--- src/rtl/traffic_phase_sequencer.sv ---
// Four-way traffic light sequencer: N, S, W, E in turn, each GREEN -> YELLOW -> ALLRED,
// paced by a once-per-second tick and controlled by a STOP / PLAY / PAUSE mode input.
module traffic_phase_sequencer #(
  parameter logic [7:0] MIN_DUR = 8'd1
) (
  input  logic       clk,
  input  logic       reset,
  input  logic       tick_1s,
  input  logic [1:0] sim_state,
  input  logic [7:0] n_duration,
  input  logic [7:0] s_duration,
  input  logic [7:0] w_duration,
  input  logic [7:0] e_duration,
  input  logic [7:0] yellow_duration,
  input  logic [7:0] red_holding,
  output logic [1:0] light_n,
  output logic [1:0] light_s,
  output logic [1:0] light_w,
  output logic [1:0] light_e,
  output logic [1:0] active_dir,
  output logic [1:0] phase,
  output logic [7:0] remaining,
  output logic       cycle_done
);

  typedef enum logic [1:0] {
    ST_IDLE   = 2'd0,
    ST_GREEN  = 2'd1,
    ST_YELLOW = 2'd2,
    ST_ALLRED = 2'd3
  } phase_t;

  localparam logic [1:0] SIM_STOP = 2'd0;
  localparam logic [1:0] SIM_PLAY = 2'd1;

  localparam logic [1:0] LIGHT_RED    = 2'b00;
  localparam logic [1:0] LIGHT_YELLOW = 2'b01;
  localparam logic [1:0] LIGHT_GREEN  = 2'b10;

  phase_t     r_phase;
  logic [1:0] r_dir;
  logic [7:0] r_rem;
  logic       r_cycle_done;
  logic [1:0] r_light_n;
  logic [1:0] r_light_s;
  logic [1:0] r_light_w;
  logic [1:0] r_light_e;

  phase_t     w_phase_nxt;
  logic [1:0] w_dir_nxt;
  logic [7:0] w_rem_nxt;
  logic       w_cycle_done_nxt;
  logic [1:0] w_dir_inc;
  logic [7:0] w_dir_inc_dur;
  logic       w_stop;
  logic       w_play;

  // A zero duration would leave a phase with nothing to count, so it is replaced by MIN_DUR.
  function automatic logic [7:0] fix_dur(input logic [7:0] d);
    return (d == 8'd0) ? MIN_DUR : d;
  endfunction

  function automatic logic [1:0] light_for(input phase_t ph, input logic [1:0] dir,
                                           input logic [1:0] me);
    logic [1:0] l;
    l = LIGHT_RED;
    if (dir == me) begin
      if (ph == ST_GREEN)  l = LIGHT_GREEN;
      if (ph == ST_YELLOW) l = LIGHT_YELLOW;
    end
    return l;
  endfunction

  assign w_stop    = (sim_state == SIM_STOP);
  assign w_play    = (sim_state == SIM_PLAY);
  assign w_dir_inc = r_dir + 2'd1;

  always_comb begin
    w_dir_inc_dur = n_duration;
    case (w_dir_inc)
      2'd0:    w_dir_inc_dur = n_duration;
      2'd1:    w_dir_inc_dur = s_duration;
      2'd2:    w_dir_inc_dur = w_duration;
      default: w_dir_inc_dur = e_duration;
    endcase
  end

  // Next-state logic; PAUSE and the reserved mode fall through the defaults and hold.
  always_comb begin
    w_phase_nxt      = r_phase;
    w_dir_nxt        = r_dir;
    w_rem_nxt        = r_rem;
    w_cycle_done_nxt = 1'b0;
    if (w_stop) begin
      w_phase_nxt = ST_IDLE;
      w_dir_nxt   = 2'd0;
      w_rem_nxt   = 8'd0;
    end else if (w_play) begin
      case (r_phase)
        ST_IDLE: begin
          w_phase_nxt = ST_GREEN;
          w_dir_nxt   = 2'd0;
          w_rem_nxt   = fix_dur(n_duration);
        end
        default: begin
          if (tick_1s) begin
            if (r_rem >= 8'd2) begin
              w_rem_nxt = r_rem - 8'd1;
            end else begin
              case (r_phase)
                ST_GREEN: begin
                  w_phase_nxt = ST_YELLOW;
                  w_rem_nxt   = fix_dur(yellow_duration);
                end
                ST_YELLOW: begin
                  w_phase_nxt = ST_ALLRED;
                  w_rem_nxt   = fix_dur(red_holding);
                end
                default: begin
                  w_phase_nxt      = ST_GREEN;
                  w_dir_nxt        = w_dir_inc;
                  w_rem_nxt        = fix_dur(w_dir_inc_dur);
                  w_cycle_done_nxt = (r_dir == 2'd3);
                end
              endcase
            end
          end
        end
      endcase
    end
  end

  always_ff @(posedge clk or posedge reset) begin
    if (reset) begin
      r_phase      <= ST_IDLE;
      r_dir        <= 2'd0;
      r_rem        <= 8'd0;
      r_cycle_done <= 1'b0;
      r_light_n    <= LIGHT_RED;
      r_light_s    <= LIGHT_RED;
      r_light_w    <= LIGHT_RED;
      r_light_e    <= LIGHT_RED;
    end else begin
      r_phase      <= w_phase_nxt;
      r_dir        <= w_dir_nxt;
      r_rem        <= w_rem_nxt;
      r_cycle_done <= w_cycle_done_nxt;
      r_light_n    <= light_for(w_phase_nxt, w_dir_nxt, 2'd0);
      r_light_s    <= light_for(w_phase_nxt, w_dir_nxt, 2'd1);
      r_light_w    <= light_for(w_phase_nxt, w_dir_nxt, 2'd2);
      r_light_e    <= light_for(w_phase_nxt, w_dir_nxt, 2'd3);
    end
  end

  assign light_n    = r_light_n;
  assign light_s    = r_light_s;
  assign light_w    = r_light_w;
  assign light_e    = r_light_e;
  assign active_dir = r_dir;
  assign phase      = r_phase;
  assign remaining  = r_rem;
  assign cycle_done = r_cycle_done;

endmodule

--- config.mk ---
export PLATFORM = sky130hd
export DESIGN_NAME = traffic_phase_sequencer
export DESIGN_NICKNAME = d
export VERILOG_FILES = /design/src/rtl/traffic_phase_sequencer.sv
export SDC_FILE = /design/constraint.sdc
export NUM_CORES = 1
export LEC_CHECK = 0
export BUFFER_PORTS_ARGS = -buffer_cell sky130_fd_sc_hd__buf_2
export CORE_MARGIN = 2
export CORE_UTILIZATION = 44
export DETAILED_ROUTE_END_ITERATION = 8
export PLACE_DENSITY = 0.87
export SETUP_SLACK_MARGIN = 0.4
export SYNTH_ARGS = -nofsm -noshare
export SYNTH_HDL_FRONTEND = slang
export SYNTH_SLANG_ARGS = --single-unit
--- constraint.sdc ---
create_clock -name clk -period 1.9 [get_ports clk]
set_input_delay 0.38 -clock clk [delete_from_list [all_inputs] [get_ports clk]]
set_output_delay 0.38 -clock clk [all_outputs]
set_load 0.03 [all_outputs]
---- Yosys cells after proc, flatten, opt, wreduce, memory -nomap -nowiden ----
Cells that the tools add are included.
word-level totals
  memories kept ........................... 0
  bits in registers ....................... 21
  output and inout bits ................... 21
  RAM bits ................................ 0
  bits in latches ......................... 0
  ROM bits ................................ 0
cells by class
  multipliers ............................. 0
  magnitude comparators ................... 1
  bitwise operators ....................... 0
  add/sub/neg operators ................... 2
  muxes and demuxes ....................... 35
  reductions and logical operators ........ 12
  divide/modulo/power cells ............... 0
  equality and inequality tests ........... 11
  shift-type cells ........................ 0
operator list
  cell                 count
  $mux 8               9
  $mux 2               17
  $logic_not 8->1      4
  $pmux 8 s3           1
  $pmux 8 s2           1
  $eq 2x2->1 const B   6
  $eq 2x1->1 const B   5
  $ge 8x2->1 const B   1
  $logic_not 2->1      4
  $sub 8x1->8 const B  1
  $mux 1               6
  $pmux 2 s2           1
  $reduce_bool 3->1    1
  $add 2x1->2 const B  1
  $reduce_and 2->1     1
  $reduce_bool 2->1    1
  $reduce_or 2->1      1

---- Depth between registers and ports, before layout ----
Gate-level depths: netlist of the first run.
  depth after elaboration ................. 11
  depth in mapped cells ................... 9
  gate-level depth less buffers ........... 7

---- Worst setup path before layout of the first run ----
No wires, ideal clock.
  kind .................................... flip-flop to flip-flop
  start point ............................. register r_dir[0], in the netlist active_dir[0]
  end point ............................... register r_rem[2], in the netlist remaining[2]
  period minus slack after synthesis ...... 2.292 ns
  cell stages (with the launch flop) ...... 9
  path slack .............................. -0.392 ns
  arrival ................................. 2.166 ns
  data required time ...................... 1.774 ns
  setup time .............................. 0.126 ns
  cell sequence ........................... dfrtp_1 > inv_1 > ha_1 > clkbuf_1 > a222oi_1 > mux2i_1 > o211ai_1 > o21ai_0 > a221o_1
on the way
  longest elaborated chain between the ends .. 11
  elaborated cells between the ends (all ways) .. 13
  classes of those cells .................. 1 x add/sub; 2 x eq/ne; 8 x mux; 2 x reduce/logical
RTL lines
  what                                      RTL line  source
  start, declared                           41        logic [1:0] r_dir;
  start signal, assigned                    145       r_dir <= w_dir_nxt;
  $add 2x1->2 (*)                           76        assign w_dir_inc = r_dir + 2'd1;
  $eq 2x2->1, or another cell as far along  80        case (w_dir_inc)
  $pmux 8 s3 (*)                            80
  $logic_not 8->1                           60        return (d == 8'd0) ? MIN_DUR : d;
  $mux 8 (*)                                60
  $pmux 8 s2 (*)                            110       case (r_phase)
  $mux 8 (*)                                107       if (r_rem >= 8'd2) begin
  $mux 8 (*)                                106       if (tick_1s) begin
  $mux 8 (*)                                99        case (r_phase)
  $mux 8 (*)                                98        end else if (w_play) begin
  $mux 8 (*)                                94        if (w_stop) begin
  end signal, assigned                      146       r_rem <= w_rem_nxt;
  end, declared                             42        logic [7:0] r_rem;
Every way passes the cells marked *; elsewhere a longest branch is shown, timed or not. The select of a mux whose other input is x is not followed.
A chain may end at the register's enable or synchronous reset.

---- Final worst setup path of the first run ----
  start point ............................. register r_dir[0], in the netlist active_dir[0]
  end point ............................... register r_rem[0], in the netlist remaining[0]
Same word-level chain as after synthesis.

==> summary.md, run 1 <==
| Metric | Value |
|---|---|
| Status | `complete, but fails checks` |
| Failing checks | `negative setup slack` |
| First-pass GRT wire length | `10.4 mm` |
| Setup crit start kind | `flip-flop` |
| Worst hold-check path type | `input pin to async pin` |
| Final setup fails | `7` |
| Routed WL | `6.93 mm` |
| Req. time, crit path | `2090 ps` |
| Crit Path Class | `flip-flop to flip-flop` |
| DR pass1 iterations | `7` |
| CTS buffer count | `3` |
| Max-Cap Viols | `0` |
| Die W | `69.2 um` |
| Clock Root Buffer | `clkbuf_8` |
| Chip Height | `69.2 um` |
| Max incr delay on CP | `460 ps` |
| Period utilization | `104%` |
| Final hold vios | `0` |
| # diodes | `0` |
| Pwr Density | `760 mW/mm^2` |
| Worst Max-Slew Pin Slew | `436 ps` |
| Critical Path AT | `2170 ps` |
| Register area share after synthesis | `28.1%` |
| Initial core utilization | `between 40% and 50%` |
| Share of cells above drive strength 1 | `52.2%` |
| EDFF count, synth | `0` |
| Primary FF master, synth | `dfrtp_1` |
| Crit end category | `flip-flop` |
| Ys Warns | `0` |
| Internal reg-to-reg setup slack | `-80 ps` |
| Syn Inst Count | `219` |
| Post-DP HPWL | `4.89 mm` |
| Top-area cell type share of the netlist area | `between 20% and 30%` |
| Pre-CTS WS | `-75.4 ps` |
| Worst-Skew Late Latency | `between 200 and 300 ps` |
| Final WS setup | `-75.1 ps` |
| Antenna violations before repair | `0` |
| Post-synth ARST share | `100%` |
| Critical Path Fanout Max | `8` |
| RSZ-0062 raised after global routing | `true` |
| Post-synth net total | `283` |
| RD Place Congestion | `1.01` |
| Number of I/O port buffers | `73` |
| Syn avg cell area | `8.54 sq um` |
| Final Skew | `~7.2 ps` |
| Yosys reg bits | `21` |
| TritonCTS clock tree | `done` |
| Crit-path slowest cell | `dfrtp_2` |
| GRT Total Usage | `26.5%` |
| 1st-iter DRT viols | `412` |
| Die area | `0.00479 sq mm` |
| Synth-to-layout area growth | `50.9%` |
| CTS max path bufs | `2` |
| Grt ovf | `0` |
| Area leader, netlist | `dfrtp_1` |
| R2R cell count | `6` |
| Clock Pin Slew Worst Setup and Hold Paths | `approximately 90 ps` |
| Via count | `2323` |
| Lkg Pwr | `0.00128 uW` |
| # rows | `23` |
| Min Tclk post-route | `1980 ps` |
| Drt wl/cell | `19.0 um` |
| R2r startpoint | `active_dir[0]` |
| IO Pins | `74` |
| Vias in the first global route | `2285` |
| Largest net degree at the start of global routing | `22` |
| Fmax | `slightly above 500 MHz` |
| Mapped cell area | `0.00187 sq mm` |
| Final net count | `roughly 380` |
| Post-CTS Hold Buffers | `0` |
| Worst-path cell chain | `ha_2, a222oi_1, mux2i_1, nor4_2, nand2_1, a32oi_1` |
| TNS Setup | `-195 ps` |
| Vias per inst | `6.38` |
| H-tree depth | `1` |
| Util after Layout | `69.5%` |
| DRC Markers | `0` |
| Sink Count | `21` |
| Peak VDD IR | `384 uV` |
| R2R Path End | `remaining[0]` |
| Post-synth cell types | `48` |
| Synth top area cells | `dfrtp_1 (28%), ha_1 (7.4%), mux2i_1 (5.9%)` |
| Worst slew margin | `70.8%` |
| Final-report max-slew violation count | `0` |
| Core area | `0.00406 sq mm` |
| Antenna-violating nets left | `0` |
==> per-layer routing <==
metal	global-route usage, %	part of all wire, %	up-vias
li1	-	-	1024
met3	5.67	9.3	45
met1	32.1	37	1084
met2	44.2	49	170
met4	13.5	4.9	0
met5	0	0	-
==> critical path: cells and delay by family (launching register included) <==
kind / cells / cell delay, ps
adders and majority gates: 1 / 270
AOI/OAI and AO/OA: 2 / 470
muxes: 1 / 190
DFF: 1 / 460
and+or+nand+nor: 2 / 510
==> worst max path at each step <==
stage | start | end | depth (start not counted) | slack [ps]
3_5_place_dp | remaining[0] | remaining[6] | 6 | -80
4_1_cts | remaining[1] | remaining[6] | 6 | 3
2_1_floorplan | active_dir[0] | remaining[2] | 8 | -60
6_report | active_dir[0] | remaining[0] | 6 | -80
5_1_grt | active_dir[1] | remaining[0] | 7 | -140
3_3_place_gp | remaining[0] | remaining[6] | 6 | -30
==> cells in the final DEF, fill, tap and decap left out, types with 3 or more instances in the layout <==
cell type and n:
a211oi_2 3, a21oi_1 8, a222oi_1 8, a22oi_1 7
a32o_1 3, buf_2 71, buf_4 26, buf_6 6
clkbuf_8 3, dfrtp_1 12, dfrtp_2 9, ha_1 4
ha_4 5, inv_1 15, inv_2 5, mux2i_1 10
nand2_1 17, nand2b_1 7, nor2_1 9, nor3_1 4
nor3_2 4, nor4_1 3, o211ai_1 7, o21ai_0 6
o21ai_1 4
==> where the power goes <==
part | internal (uW) | switching, uW | total [uW]
Combinational | 556 | 712 | 1270
Sequential | 494 | 65.2 | 560
Clock | 149 | 167 | 315
==> area by class of cell <==
type | count | area (sq um)
multi-input cells | 162 | 1440
fillers | 306 | 1240
repair buffers | 105 | 646
flip-flops and latches | 21 | 537
inverters | 22 | 87.6
well taps | 50 | 62.6
clock buffers | 3 | 41.3
clock inverters | 1 | 7.51
==> cell usage after synthesis, types with 3 or more instances <==
cell type	instances
a21oi_1	10
a222oi_1	8
a22oi_1	7
a31oi_1	3
a32o_1	3
and3_1	3
clkbuf_1	10
dfrtp_1	21
ha_1	11
inv_1	22
mux2i_1	11
nand2_1	17
nand2b_1	7
nor2_1	10
nor2b_1	3
nor3_1	6
nor3_2	3
nor4_1	5
o211ai_1	7
o21ai_0	11
o22ai_1	3
o311ai_0	3
or2_1	3
==> timing repair <==
| action | CTS | global route |
|---|---|---|
| endpoints found under the setup margin | 21 | 23 |
| pin swaps | 8 | 16 |
| gates cloned | 0 | 0 |
| setup buffers | 4 | 7 |
| resized for setup | 23 | 22 |
==> metrics by stage <==
stage                     instance area (sq um)  power [uW]  instances  hold WS [ps]
final                                      2820        2140        364           146
after global routing                       2820        2230        364           174
after CTS                                  2670        1980        357           150
after detailed placement                   2470        1560        349           444
after global placement                     2470        1540        349           426
after floorplan                            2000        1220        219           356
==> cell families (layout without fill, tap and decap cells) <==
group / Yosys count / count (layout) / share of synthesized area (%)
xor gates and xnor gates: 3 / 3 / 1.41
adders and majority gates: 11 / 11 / 7.36
DFF: 21 / 21 / 28.1
and+or+nand+nor: 71 / 71 / 23.2
AOI/OAI and AO/OA: 66 / 66 / 26.0
muxes: 11 / 11 / 5.89
buffers and inverters: 36 / 131 / 8.03
==> sequential cells by signal, summed over array words and instances (netlist names) <==
register    count
active_dir      2
cycle_done      1
light_e         2
light_n         2
light_s         2
light_w         2
phase           2
remaining       8
No activity file was read; power rests on OpenSTA's default activity.
==> run 2: changes to the inputs <==
CORE_UTILIZATION = 49   (was 44)
PLACE_DENSITY = 0.92   (was 0.87)
clock period = 2 ns   (was 1.9 ns; I/O delays follow)
==> run 2 against run 1 <==
  * Critical path type unchanged
  * The flow now finishes without violations
  * Global-route usage grew 5.3 points
  * Routed wire length fell by 3.6%
  * Highest routed layer unchanged
  * Critical path depth is 1 higher
  * First-iteration DRC count is 30% lower
  * Sequential cell count did not move
  * Largest cell class unchanged
==> summary.md, run 2 (same netlist as run 1, synthesis figures left out) <==
| Metric | Value |
|---|---|
| Grt ovf | `0` |
| 1st-iter DRT viols | `just under 300` |
| Clock Root Buffer | `clkbuf_8` |
| FF+latch area | `537 sq um` |
| DRC Markers | `0` |
| Core area | `0.00366 sq mm` |
| Crit-path slowest cell | `dfrtp_2` |
| NetSw | `between 800 and 900 uW` |
| # rows | `22` |
| Internal power | `1090 uW` |
| Dpl cells | `337` |
| Critical Path Fanout Max | `6` |
| Req. time, crit path | `2160 ps` |
| IO Pins | `74` |
| Synth-to-layout area growth | `45.3%` |
| Final hold vios | `0` |
| Final WS setup | `36.1 ps` |
| Filler cells | `270` |
| Max-Cap Viols | `0` |
| Worst-Skew Late Latency | `270 ps` |
| RD Place Congestion | `0.980` |
| Crit path buf inv count | `1` |
| Peak VDD IR | `approximately 480 uV` |
| CP top delay family | `compound AO/OA/AOI/OAI gates` |
| Min Tclk post-route | `1960 ps` |
| Worst-path cell chain | `inv_4, ha_4, a222oi_1, mux2i_1, o211ai_1, o311ai_1, a32o_1` |
| Final Skew | `8.53 ps` |
| Critical Path AT | `~2100 ps` |
| First-pass GRT wire length | `approximately 11 mm` |
| Antenna violations before repair | `0` |
| Multi-input gate area | `0.00139 sq mm` |
| Clock Pin Slew Worst Setup and Hold Paths | `90 ps` |
| Sink Count | `21` |
| Post-DP HPWL | `4.62 mm` |
| Vias in the first global route | `2285` |
| Commonest non-fill, non-tap cell in the layout | `buf_2` |
| Largest net degree at the start of global routing | `22` |
| Max reg flops | `8` |
| Share of cells above drive strength 1 | `49.8%` |
| DR pass1 iterations | `7` |
| Sw frac | `43.9%` |
| Vias per inst | `6.29` |
| Lkg Pwr | `0.00125 uW` |
| Status | `complete, no violations` |
| CTS max path bufs | `2` |
| Final setup fails | `0` |
| Setup crit start kind | `flip-flop` |
| # diodes | `0` |
| Final net count | `between 300 and 400` |
| Fmax | `509 MHz` |
| Most frequent cells in the layout | `buf_2 (73), buf_4 (25), nand2_1 (17)` |
| Final Non-Filler Cells | `359` |
| GRT Total Usage | `31.8%` |
| Via count | `2257` |
| Chip Height | `65.8 um` |
| Pre-CTS WS | `84.0 ps` |
| Crit end category | `flip-flop` |
| Drt wl/cell | `roughly 19 um` |
| RSZ-0062 raised after global routing | `true` |
| TritonCTS clock tree | `done` |
| Die W | `65.8 um` |
| Worst hold-check path type | `input pin to async pin` |
| Area after DPL | `about 0.0024 sq mm` |
| Worst Max-Slew Pin Slew | `between 400 and 500 ps` |
| Initial core utilization | `51.1%` |
| Gate power share | `between 50 and 60%` |
| Antenna-violating nets left | `0` |
| Number of I/O port buffers | `73` |
| H-tree depth | `1` |
| Period utilization | `~100%` |
| Crit Path Class | `flip-flop to flip-flop` |
| Max incr delay on CP | `430 ps` |
| Routed WL | `6.69 mm` |
| Final-report max-slew violation count | `0` |
| Pwr Density | `718 mW/mm^2` |
| CTS buffer count | `3` |
| Die area | `about 0.0043 sq mm` |
| Post-route cell area | `0.00272 sq mm` |
| Clock power frac | `15.6%` |
| Worst slew margin | `a little over two thirds` |
| Flop pwr share | `a little over a quarter` |
==> run 2: area by class of cell <==
class | instances | share of cell area (%)
repair buffers | 102 | 22.0
inverters | 22 | 3.22
clock inverters | 1 | 0.276
flip-flops and latches | 21 | 19.8
clock buffers | 3 | 1.52
well taps | 48 | 2.21
multi-input cells | 162 | 51.0
==> run 2: power by group through the flow <==
stage	logic [uW]	clock network [uW]	registers, uW
2_1_floorplan	537	0	623
3_3_place_gp	850	0	542
3_5_place_dp	866	0	543
4_1_cts	1030	303	526
5_1_grt	1200	321	533
6_report	1120	305	529
==> run 2: stage by stage <==
step	hold slack, ps	power [uW]	util (%)	TNS [ps]
2_1_floorplan	376	1160	-	0
3_3_place_gp	443	1390	65.3	0
3_5_place_dp	454	1410	65.3	0
4_1_cts	155	1860	72.7	0
5_1_grt	174	2050	74.2	-5.25
6_report	151	1950	74.2	0
==> run 2: path summary, 6_finish.rpt <==
check / from / to / slack, ps / cells past startpoint
worst max-delay path: active_dir[1] / remaining[6] / 40 / 7
worst min-delay path: reset / light_e[0] / 150 / 3
worst max register to register: active_dir[1] / remaining[6] / 40 / 7
worst min register to register: remaining[7] / remaining[7] / 650 / 2
max in group asynchronous: reset / remaining[1] / 1600 / 3
min in group clk: n_duration[7] / remaining[7] / 480 / 3
==> run 2: layer usage <==
metal / vias to the layer above / wire length, um / track usage, %
li1: 1007 / - / -
met1: 1049 / 2510 / 36.8
met2: 169 / 3310 / 57.1
met3: 32 / 616 / 5.65
met4: 0 / 246 / 13.3
met5: - / 0 / 0
==> run 2: timing repair <==
item | in CTS | in global routing
pin swaps | 23 | 23
buffers inserted | 14 | 4
hold buffers | 0 | 0
endpoints found under the hold margin | 0 | 0
resized for setup | 22 | 10
endpoints found under the setup margin | 20 | 21
==> run 2: tightest hold or removal path: stages <==
cell	delay (ps)
buf_2	100
inv_1	40
buf_4	290
==> run 3: changes to the inputs <==
CELL_PAD_IN_SITES_DETAIL_PLACEMENT = 0   (was default)
CELL_PAD_IN_SITES_GLOBAL_PLACEMENT = 1   (was default)
CORE_UTILIZATION = 35   (was 49)
PLACE_DENSITY = 0.91   (was 0.92)
REMOVE_ABC_BUFFERS = 1   (was default)
==> run 3 against run 2 <==
  * The run now ends with negative setup slack left
  * Count of clock-buffer cells in the layout did not move
  * Non-clock buffer count rose by 11
  * Maximum frequency fell by 3.2%
  * Cell area rose by 4.1%
  * Sequential cell count did not move
  * Sequential power fell by 3%
  * Combinational power rose by 6%
  * Worst setup slack got worse by 65 ps
  * Register-to-register slack got worse by 60 ps
  * Critical path depth fell by 1
  * Sequential share of layout area fell by 1.1 points
  * Critical path type unchanged
  * Critical endpoint is now light_s[1]
==> summary.md, run 3 (same netlist as run 1, synthesis figures left out) <==
| Metric | Value |
|---|---|
| 1st-iter DRT viols | `132` |
| Post-CTS Hold Buffers | `0` |
| Chip Height | `77.1 um` |
| Final net count | `between 300 and 400` |
| Req. time, crit path | `2180 ps` |
| Final Skew | `3.24 ps` |
| Critical Path Fanout Max | `6` |
| Lkg Pwr | `between 0.001 and 0.0015 uW` |
| Worst Max-Slew Pin Slew | `between 400 and 500 ps` |
| First-pass GRT wire length | `10.7 mm` |
| Worst-Skew Late Latency | `270 ps` |
| Worst hold-check path type | `input pin to async pin` |
| Synth-to-layout area growth | `51.3%` |
| R2r startpoint | `remaining[3]` |
| Status | `complete, but fails checks` |
| Routed WL | `around 6.7 mm` |
| Antenna violations before repair | `0` |
| Pwr Density | `~710 mW/mm^2` |
| GRT Total Usage | `22.4%` |
| CTS max path bufs | `2` |
| Die W | `77.1 um` |
| Grt ovf | `0` |
| Clock Pin Slew Worst Setup and Hold Paths | `80 ps` |
| Final-report max-slew violation count | `0` |
| Internal reg-to-reg setup slack | `-30 ps` |
| Dpl cells | `372` |
| Post-DP HPWL | `between 4 and 5 mm` |
| H-tree depth | `1` |
| Max reg flops | `8` |
| Share of cells above drive strength 1 | `48.8%` |
| Crit Path Class | `flip-flop to flip-flop` |
| Peak VDD IR | `384 uV` |
| Util after Layout | `between 50 and 60%` |
| Largest net degree at the start of global routing | `22` |
| Final WS setup | `-28.5 ps` |
| RSZ-0062 raised after global routing | `true` |
| Setup crit start kind | `flip-flop` |
| # diodes | `0` |
| Crit end category | `flip-flop` |
| WHS | `roughly 150 ps` |
| Drt wl/cell | `17.2 um` |
| DRC Markers | `0` |
| Final setup fails | `5` |
| CTS buffer count | `3` |
| IO Pins | `74` |
| DR pass1 iterations | `5` |
| Failing checks | `negative setup slack` |
| Clock Root Buffer | `clkbuf_8` |
| Initial core utilization | `36.4%` |
| Vias in the first global route | `2217` |
| Number of I/O port buffers | `73` |
| RD Place Congestion | `0.880` |
| Pre-CTS WS | `-136 ps` |
| R2R Path End | `light_s[1]` |
| Post-route cell area | `about 0.0028 sq mm` |
| Die area | `around 0.0059 sq mm` |
| Max-Cap Viols | `0` |
| Via count | `2216` |
| Min Tclk post-route | `2030 ps` |
| # rows | `26` |
| Critical Path AT | `2210 ps` |
| Vias per inst | `5.65` |
| Final Non-Filler Cells | `392` |
| Period utilization | `101%` |
| Most frequent cells in the layout | `buf_2 (73), buf_4 (33), dfrtp_1 (19)` |
| Core area | `slightly above 0.005 sq mm` |
| TritonCTS clock tree | `done` |
| Worst slew margin | `about two thirds` |
| Sink Count | `21` |
| Fmax | `493 MHz` |
| Commonest non-fill, non-tap cell in the layout | `buf_2` |
| Area after DPL | `~0.0024 sq mm` |
| Antenna-violating nets left | `0` |
| R2R cell count | `6` |
| Final hold vios | `0` |
[run 3: cell types whose count changed in the layout (fill, tap and decap cells not counted), moves of 3 or more]
cell     before  now
dfrtp_2       9    2
buf_4        25   33
a21oi_2       0    3
dfrtp_1      12   19
a21oi_1      10    7
o21ai_1       4    7
[run 3: worst max-delay path by stage]
stage / from / end / depth (start not counted)
global route: remaining[3] / remaining[3] / 6
detailed placement: active_dir[0] / remaining[2] / 7
floorplan: active_dir[0] / remaining[2] / 7
CTS: active_dir[1] / remaining[2] / 7
global placement: active_dir[0] / remaining[2] / 7
finish: remaining[3] / light_s[1] / 6
[run 3: metal layers]
layer  vias up  global-route usage, %  share of wire [%]
met4         0                   5.89                1.7
li1       1029                      -                  -
met2       101                   39.9                 49
met5         -                      0                  0
met3        13                   4.35                7.7
met1      1073                   27.7                 41
[run 3: metrics by stage]
| stage | setup TNS (ps) | total power, uW |
|---|---|---|
| 3_3_place_gp | -115 | 1410 |
| 6_report | -49.1 | 1990 |
| 3_5_place_dp | -195 | 1430 |
| 4_1_cts | 0 | 1870 |
| 5_1_grt | -1420 | 2120 |
| 2_1_floorplan | -1330 | 1050 |
[run 3: report_power, final]
part | internal, uW | leakage [uW] | switching (uW)
Sequential | 466 | 0.000281 | 45.0
Combinational | 537 | 0.00100 | 650
Clock | 141 | 0.0000217 | 155
Total | 1140 | 0.00131 | 850
[run 3: critical path: stages, from the launching register on]
cell,delay (ps)
dfrtp_2,470
nor4_4,400
buf_4,180
and4_4,290
a211oi_2,110
or2_4,300
a211oi_2,200
[run 3: area by class of cell]
type	count	area (sq um)
Fill cell	502	2310
Multi-Input combinational cell	162	1380
Timing Repair Buffer	113	701
Sequential cell	21	528
Tap cell	70	87.6
Inverter	22	82.6
Clock buffer	3	41.3
Clock inverter	1	7.51
[run 3: what timing repair did]
action | 4_1_cts | 5_1_grt
buffers inserted | 7 | 9
pin swaps | 24 | 10
resized for setup | 45 | 11
setup endpoints to repair | 21 | 21
